==> config.mk <==
export PLATFORM = sky130hd
export DESIGN_NAME = instruction_cache
export DESIGN_NICKNAME = d
export VERILOG_FILES = /design/src/rtl/cache_pkg.sv /design/src/rtl/cache_refill_fsm.sv /design/src/rtl/instruction_cache.sv
export SDC_FILE = /design/constraint.sdc
export NUM_CORES = 2
export LEC_CHECK = 0
export CORE_UTILIZATION = 23
export DETAILED_ROUTE_END_ITERATION = 8
export MAX_ROUTING_LAYER = met4
export PLACE_DENSITY = 0.43
export SYNTH_ARGS = -nofsm -noshare
export SYNTH_HDL_FRONTEND = slang
export SYNTH_HIERARCHICAL = 1
export SYNTH_SLANG_ARGS = --single-unit
==> constraint.sdc <==
create_clock -name clk -period 6.25 [get_ports clk]
set_input_delay 1.5625 -clock clk [delete_from_list [all_inputs] [get_ports clk]]
set_output_delay 1.5625 -clock clk [all_outputs]
set_load 0.05 [all_outputs]
==> src/rtl/cache_pkg.sv <==
// Shared types and derived widths for the direct-mapped instruction cache.
package cache_pkg;

   typedef enum logic [1:0] {
      IDLE      = 2'd0,
      REFILL    = 2'd1,
      FILL_DONE = 2'd2
   } cache_state_t;

   localparam logic [31:0] NOP = 32'h0;

   function automatic int calc_off_w(input int words_per_line);
      return $clog2(words_per_line);
   endfunction

   function automatic int calc_idx_w(input int lines);
      return $clog2(lines);
   endfunction

   // Tag is whatever remains above index, offset and the two byte bits.
   function automatic int calc_tag_w(input int addr_w, input int lines, input int words_per_line);
      return addr_w - $clog2(lines) - $clog2(words_per_line) - 2;
   endfunction

endpackage

==> src/rtl/cache_refill_fsm.sv <==
// Miss handling for the instruction cache: line refill over a word-serial
// req/ack memory port, pending-invalidate bookkeeping and the miss counter.
//
// state     | meaning
// ----------+----------------------------------------------------------
// IDLE      | lookups active; a miss latches the line base and starts refill
// REFILL    | MEM_REQ high, one word written per MEM_ACK until line full
// FILL_DONE | one bubble cycle after the last word, then back to IDLE
module cache_refill_fsm
   import cache_pkg::*;
#(
   parameter int   WORDS_PER_LINE = 4,
   parameter int   ADDR_W         = 32,
   parameter int   CNT_W          = 16,
   localparam int  OFF_W          = calc_off_w(WORDS_PER_LINE)
) (
   input  logic              clk,
   input  logic              rst,
   input  logic              lookup_miss,
   input  logic [ADDR_W-1:0] line_base,
   input  logic              invalidate,
   input  logic              mem_ack,
   output cache_state_t      state,
   output logic [OFF_W-1:0]  word_cnt,
   output logic [ADDR_W-1:0] miss_addr,
   output logic              mem_req,
   output logic [ADDR_W-1:0] mem_addr,
   output logic [CNT_W-1:0]  miss_count,
   output logic              fill_we,
   output logic              fill_last,
   output logic              flush_valid
);

   logic inv_pending;

   assign fill_we   = (state == REFILL) && mem_ack;
   assign fill_last = fill_we && (word_cnt == '1);

   // A flush outside REFILL is immediate; inside REFILL it waits for the
   // final word and then beats the valid-set of that same word.
   assign flush_valid = (invalidate && (state != REFILL)) ||
                        (fill_last && (inv_pending || invalidate));

   // Refill sequencing with registered memory request and address.
   always_ff @(posedge clk) begin
      if (rst) begin
         state       <= IDLE;
         word_cnt    <= '0;
         miss_addr   <= '0;
         inv_pending <= 1'b0;
         mem_req     <= 1'b0;
         mem_addr    <= '0;
         miss_count  <= '0;
      end else begin
         case (state)
            IDLE: begin
               if (lookup_miss) begin
                  miss_addr <= line_base;
                  mem_addr  <= line_base;
                  word_cnt  <= '0;
                  mem_req   <= 1'b1;
                  if (miss_count != '1)
                     miss_count <= miss_count + 1'b1;
                  state     <= REFILL;
               end
            end
            REFILL: begin
               if (invalidate)
                  inv_pending <= 1'b1;
               if (mem_ack) begin
                  word_cnt <= word_cnt + 1'b1;
                  mem_addr <= mem_addr + ADDR_W'(4);
                  if (word_cnt == '1) begin
                     mem_req     <= 1'b0;
                     inv_pending <= 1'b0;
                     state       <= FILL_DONE;
                  end
               end
            end
            FILL_DONE: state <= IDLE;
            default:   state <= IDLE;
         endcase
      end
   end

endmodule

==> src/rtl/instruction_cache.sv <==
// Direct-mapped read-only instruction cache with zero-latency lookup.
// Holds tag/valid/data arrays; refill control lives in cache_refill_fsm.
module instruction_cache
   import cache_pkg::*;
#(
   parameter int LINES          = 16,
   parameter int WORDS_PER_LINE = 4,
   parameter int ADDR_W         = 32,
   parameter int CNT_W          = 16
) (
   input  logic              clk,
   input  logic              rst,
   input  logic [ADDR_W-1:0] PC,
   input  logic              INVALIDATE,
   output logic [31:0]       INSTRUCTION,
   output logic              HIT,
   output logic              MEM_REQ,
   output logic [ADDR_W-1:0] MEM_ADDR,
   input  logic              MEM_ACK,
   input  logic [31:0]       MEM_DATA,
   output logic [CNT_W-1:0]  MISS_COUNT
);

   localparam int OFF_W = calc_off_w(WORDS_PER_LINE);
   localparam int IDX_W = calc_idx_w(LINES);
   localparam int TAG_W = calc_tag_w(ADDR_W, LINES, WORDS_PER_LINE);
   localparam int LO_W  = OFF_W + 2;

   logic [TAG_W-1:0] tag_arr  [LINES];
   logic [LINES-1:0] valid;
   logic [31:0]      data_arr [LINES*WORDS_PER_LINE];

   cache_state_t      state;
   logic [OFF_W-1:0]  word_cnt;
   logic [ADDR_W-1:0] miss_addr;
   logic              fill_we;
   logic              fill_last;
   logic              flush_valid;

   logic [OFF_W-1:0]  pc_off;
   logic [IDX_W-1:0]  pc_idx;
   logic [TAG_W-1:0]  pc_tag;
   logic [IDX_W-1:0]  miss_idx;
   logic [TAG_W-1:0]  miss_tag;
   logic [ADDR_W-1:0] line_base;
   logic              hit_c;

   // Byte bits of PC and the always-zero low bits of miss_addr carry no information.
   logic unused_low_bits;
   assign unused_low_bits = ^{PC[1:0], miss_addr[LO_W-1:0]};

   assign pc_off    = PC[LO_W-1:2];
   assign pc_idx    = PC[IDX_W+LO_W-1:LO_W];
   assign pc_tag    = PC[ADDR_W-1:IDX_W+LO_W];
   assign line_base = {PC[ADDR_W-1:LO_W], {LO_W{1'b0}}};
   assign miss_idx  = miss_addr[IDX_W+LO_W-1:LO_W];
   assign miss_tag  = miss_addr[ADDR_W-1:IDX_W+LO_W];

   assign hit_c       = (state == IDLE) && valid[pc_idx] && (tag_arr[pc_idx] == pc_tag);
   assign HIT         = hit_c;
   assign INSTRUCTION = hit_c ? data_arr[{pc_idx, pc_off}] : NOP;

   cache_refill_fsm #(
      .WORDS_PER_LINE (WORDS_PER_LINE),
      .ADDR_W         (ADDR_W),
      .CNT_W          (CNT_W)
   ) u_refill (
      .clk         (clk),
      .rst         (rst),
      .lookup_miss (!hit_c),
      .line_base   (line_base),
      .invalidate  (INVALIDATE),
      .mem_ack     (MEM_ACK),
      .state       (state),
      .word_cnt    (word_cnt),
      .miss_addr   (miss_addr),
      .mem_req     (MEM_REQ),
      .mem_addr    (MEM_ADDR),
      .miss_count  (MISS_COUNT),
      .fill_we     (fill_we),
      .fill_last   (fill_last),
      .flush_valid (flush_valid)
   );

   // Valid bits: flush wins over the final refill word's set.
   always_ff @(posedge clk) begin
      if (rst)
         valid <= '0;
      else if (flush_valid)
         valid <= '0;
      else if (fill_last)
         valid[miss_idx] <= 1'b1;
   end

   // Tag written with the last word; stale tags are harmless while valid is low.
   always_ff @(posedge clk) begin
      if (fill_last)
         tag_arr[miss_idx] <= miss_tag;
   end

   // Data words land as they are acknowledged.
   always_ff @(posedge clk) begin
      if (fill_we)
         data_arr[{miss_idx, word_cnt}] <= MEM_DATA;
   end

endmodule
# Word-level counts from Yosys, hierarchy flattened
# Memory sizes are Yosys's and may differ from the RTL's.
# Index checks and enable logic that the tools add are counted.
word_totals:
  memories: 2
  inputBits: 68
  ff_bits: 98
  output_inout_bits: 82
  ram_bits: 2432
op_classes:
  n_eq_ne: 8
  magnitude_cmp: 3
  mux: 26
  bitwise: 2
  addsub: 3
  n_reduce_logical: 17
memory_table:
  columns: ["memory", "depth", "width", "rd", "rd_ports_with_merged_regs", "write_ports", "line", "text"]
  rows:
  - ["data_arr", 64, 32, 1, 0, 1, "instruction_cache.sv:31", "logic [31:0] data_arr [LINES*WORDS_PER_LINE];"]
  - ["tag_arr", 16, 24, 1, 0, 1, "instruction_cache.sv:29", "logic [TAG_W-1:0] tag_arr [LINES];"]
ops:
  columns: ["operator", "count"]
  rows:
  - ["2-to-1 mux 32 bit", 3]
  - ["one-hot mux 32 bit (2 select lines)", 1]
  - ["adder 32 x 3 -> 32 bit (second input constant)", 1]
  - ["== test 24 bit", 1]
  - ["adder 16 x 1 -> 16 bit (second input constant)", 1]
  - ["!= test 16 bit (second input constant)", 1]
  - ["OR 16 bit", 1]
  - ["2-to-1 mux 1 bit", 12]
  - ["less-than comparator 4 x 5 -> 1 bit (second input constant)", 2]
  - ["2-to-1 mux 2 bit", 5]
  - ["AND reduction 3 bit", 3]
  - ["one-hot mux 2 bit (2 select lines)", 2]
  - ["logical AND 1 bit", 7]
  - ["!= test 2 bit (second input constant)", 3]
  - ["binary-select mux 1 bit (select 4 bit)", 1]
  - ["demux 1 bit (select 4 bit)", 1]
  - ["greater-or-equal comparator 4 x 1 -> 1 bit (second input constant)", 1]
  - ["AND reduction 4 bit", 1]
  - ["adder 2 x 1 -> 2 bit (second input constant)", 1]
  - ["== test 2 x 1 -> 1 bit (second input constant)", 1]
  - ["== test 2 bit (second input constant)", 1]
  - ["logical NOT 2 bit", 1]
  - ["logical OR 1 bit", 2]
  - ["!= test 2 x 1 -> 1 bit (second input constant)", 1]
  - ["5 further kinds", 5]

# Logic depth before layout (Yosys ltp)
depth:
  depth_word: 6
  depth_mapped: 19
  ltp_nobuf: 13

# Cells and area by module
# Netlist, hierarchy kept.
by_module_without_submodules:
  columns: ["module", "seq_area_each_um2", "instances", "cells_per_inst", "area_per_inst_um2"]
  rows:
  - ["instruction_cache", 73350.3, 1, 4447, 94755.9]
  - ["cache_refill_fsm", 1721.7, 1, 523, 4116.4]

# Least setup slack after synthesis
# Ideal clock, no wire load.
synth_path:
  kind: "in2out"
  start: "input PC[4]"
  end: "output INSTRUCTION[25]"
  slack_ns: -1.309
  required_ns: 4.688
  n_path_buf: 2
  path_stages: 9
  arrival_ns: 5.996
  path_cell_list: "buf_6 -> buf_6 -> mux4_2 -> mux2i_1 -> o22ai_1 -> or4_1 -> a211oi_2 -> nand4_2 -> a2111oi_0"
synth_between:
  elab_chain_len: 5
  elab_cells_between_ends: 8
  classes_between: "1 x eq/ne; 3 x mux; 2 x reduce/logical; 2 x memory"
synth_rtl:
  columns: ["item", "line", "text"]
  rows:
  - ["start, declared", "instruction_cache.sv:13", "input logic [ADDR_W-1:0] PC,"]
  - ["parallel branches: the longest is 4 deep, another holds memory (16 x 24 bit)", null, null]
  - ["2-to-1 mux 32 bit (*)", "instruction_cache.sv:61", "assign INSTRUCTION = hit_c ? data_arr[{pc_idx, pc_off}] : NOP;"]
  - ["end, declared", "instruction_cache.sv:15", "output logic [31:0] INSTRUCTION,"]
# Every way passes the cells marked *. The select of a mux whose other input is x is not followed.

# Worst setup path after layout
layout_path:
  start: "input PC[4]"
  end: "output INSTRUCTION[20]"
# Same word-level chain as after synthesis.

==> metrics.yaml <==
timing:
  slew_headroom_pct: 17.6
  rsz0062_at_grt: "true"
  min_period_ps: 6280
  max_freq_mhz: 159
  hold_viol_final: 0
  period_share_pct: 101
  drv_slew: 0
  skew_ps: 62.5
  tightestPinTransition_ps: 1240
  setup_viol: 5
  setup_slack_ps: -33.5
clocking:
  cts_hold_buffers: 0
  clockBufferDepth: 4
  root_buffer: "clkbuf_16"
  h-tree-depth: 5
  cts_tree: "built"
  clk_latency_ps: 880
  numCtsBuffers: 282
  cts.clk_slew.worst_paths_ps: 50
  cts.sinks: 2530
detailed_routing:
  dr.first_iter.drc_count: 5516
  wl_per_cell_um: 28.7
  dr.pass1.iters: 6
  vias: 53257
  drc_errors: 0
  via_per_inst: 4.64
  drtAntennaViolNets: 0
  wl_um: 329000
logic_synthesis:
  syn-instance-count: 4956
  synth_area_um2: 98700
  yosys_warnings: 6
  avgSynthCellArea_um2: 19.9
grt:
  grt_pass1_wl_um: 450000
  grt_antenna_before_repair: 24
  gr-total-overflow: 0
  grt_max_degree: 65
  grt_pass1_vias: 54487
  grtUsageTotal_pct: 15.3
final_layout:
  mostFrequentLayoutCells: "2,432 x edfxtp_1, 467 x mux4_2, 397 x mux2i_1"
  area_delta_synth_final_pct: 22.7
  nets: 5660
  mostFrequentLayoutCell: "edfxtp_1"
  final_cell_area_um2: 121000
  layout-drive-gt1-share_pct: 27.6
status:
  violations: "setup timing"
  status: "finished, violations left"
critical_path:
  rr_startpoint: "tag_arr[7][7]"
  worstPathCellList: "buf_16, mux4_2, mux2i_2, buf_4, o22ai_4, or4_4, a211oi_4, nand4_4, buf_12, buf_16, a211oi_4, buf_4, buf_12"
  worstPathArrival_ps: 4720
  cpPeakStageDelay_ps: 550
  cp-end-kind: "output pin"
  crit_required_ps: 4690
  crit_family: "buffers and inverters"
  critical_path_buf_inv_count: 6
  crit_type: "input port to output pin"
  crit_start: "PC[4]"
  slowest_stage: "or4_4"
  crit_path_start_kind: "input port"
  r2r_slack_ps: 1690
  crit_path_max_fanout: 8
place:
  dp_hpwl_um: 189000
  io_buffers: 147
  place_area_um2: 112000
  gp_congestion: 0.770
die:
  core_um2: 427000
  die_area_um2: 432000
  io_pins: 150
  start_util_pct: 23.1
  dieHeight_um: 657
  rows: 240
  die_w_um: 657
power:
  p_per_area_nw_per_um2: 305
  total_power_uw: 36900
  ir_worst_vdd_mv: 0.201
  p_leak_uw: 0.0383
hold_path:
  worstHoldStart: "valid[6]"
  hold_class: "register to register"
job:
  cap_viol_max_count: 0
==> sequential cells by signal, indices dropped and copies added (netlist names) <==
| signal | flops |
|---|---|
| u_refill/inv_pending | 1 |
| u_refill/word_cnt | 2 |
| valid | 16 |
| u_refill/state | 2 |
| tag_arr | 384 |
| u_refill/mem_req | 1 |
| u_refill/mem_addr | 32 |
| u_refill/miss_addr | 28 |
| u_refill/miss_count | 16 |
| data_arr | 2048 |
==> where the power goes <==
part           leakage [uW]  switching, uW  internal (uW)  total, uW
registers            0.0228           93.9          18600      18700
clock network       0.00422           6750           9210      16000
logic                0.0113           1360            833       2200
==> worst paths after layout <==
check	cells after the start	to
setup / recovery	13	INSTRUCTION[20]
hold / removal	1	valid[6]
setup reg to reg	17	u_refill/mem_addr[6]
hold reg to reg	1	valid[6]
==> metal layers <==
metal | vias up | track usage [%] | share of wire, % | wire [um]
li1 | 21965 | - | - | -
met1 | 29318 | 20.5 | 44 | 146000
met2 | 1554 | 24.8 | 48 | 160000
met3 | 420 | 1.97 | 5.0 | 16300
met4 | 0 | 3.21 | 2.1 | 6980
met5 | - | - | 0 | 0
==> metrics by stage <==
step | cells | hold WS, ps | utilization, % | setup slack, ps | setup TNS (ps)
2_1_floorplan | 4959 | 435 | - | -638 | -1860
3_3_place_gp | 10977 | 445 | 26.2 | -527 | -13260
3_5_place_dp | 10977 | 452 | 26.2 | -410 | -10710
4_1_cts | 11482 | 467 | 28.3 | -16.3 | -25.9
5_1_grt | 11485 | 477 | 28.3 | -78.4 | -677
6_report | 11486 | 466 | 28.3 | -33.5 | -91.1
==> cell type report <==
class / instances / area, um2
fill: 42160 / 306000
clock inverter: 120 / 1060
multi-input combinational: 2117 / 23600
timing repair buffer: 646 / 6690
clock buffer: 373 / 7630
antenna: 1 / 2.50
inverter: 12 / 57.6
sequential: 2530 / 75000
tap: 5687 / 7120
==> worst register-to-register path, stage by stage (launching register included) <==
cell and delay (ps):
edfxtp_1 360, mux4_2 490, mux2i_2 190, buf_4 170, o22ai_4 70, or4_4 550
a211oi_4 290, nand4_4 200, buf_12 220, buf_4 190, or2_2 400, buf_4 220
mux2i_1 160, or2_1 350, buf_4 280, a21oi_1 60, o22ai_1 140, nor2b_1 140
==> timing repair <==
item / CTS / global route
endpoints found under the setup margin: 33 / 31
gates cloned: 3 / 0
setup buffers: 9 / 4
pin swaps: 25 / 10
resized for setup: 73 / 19
Note: power is estimated with default switching activity, not from simulation.
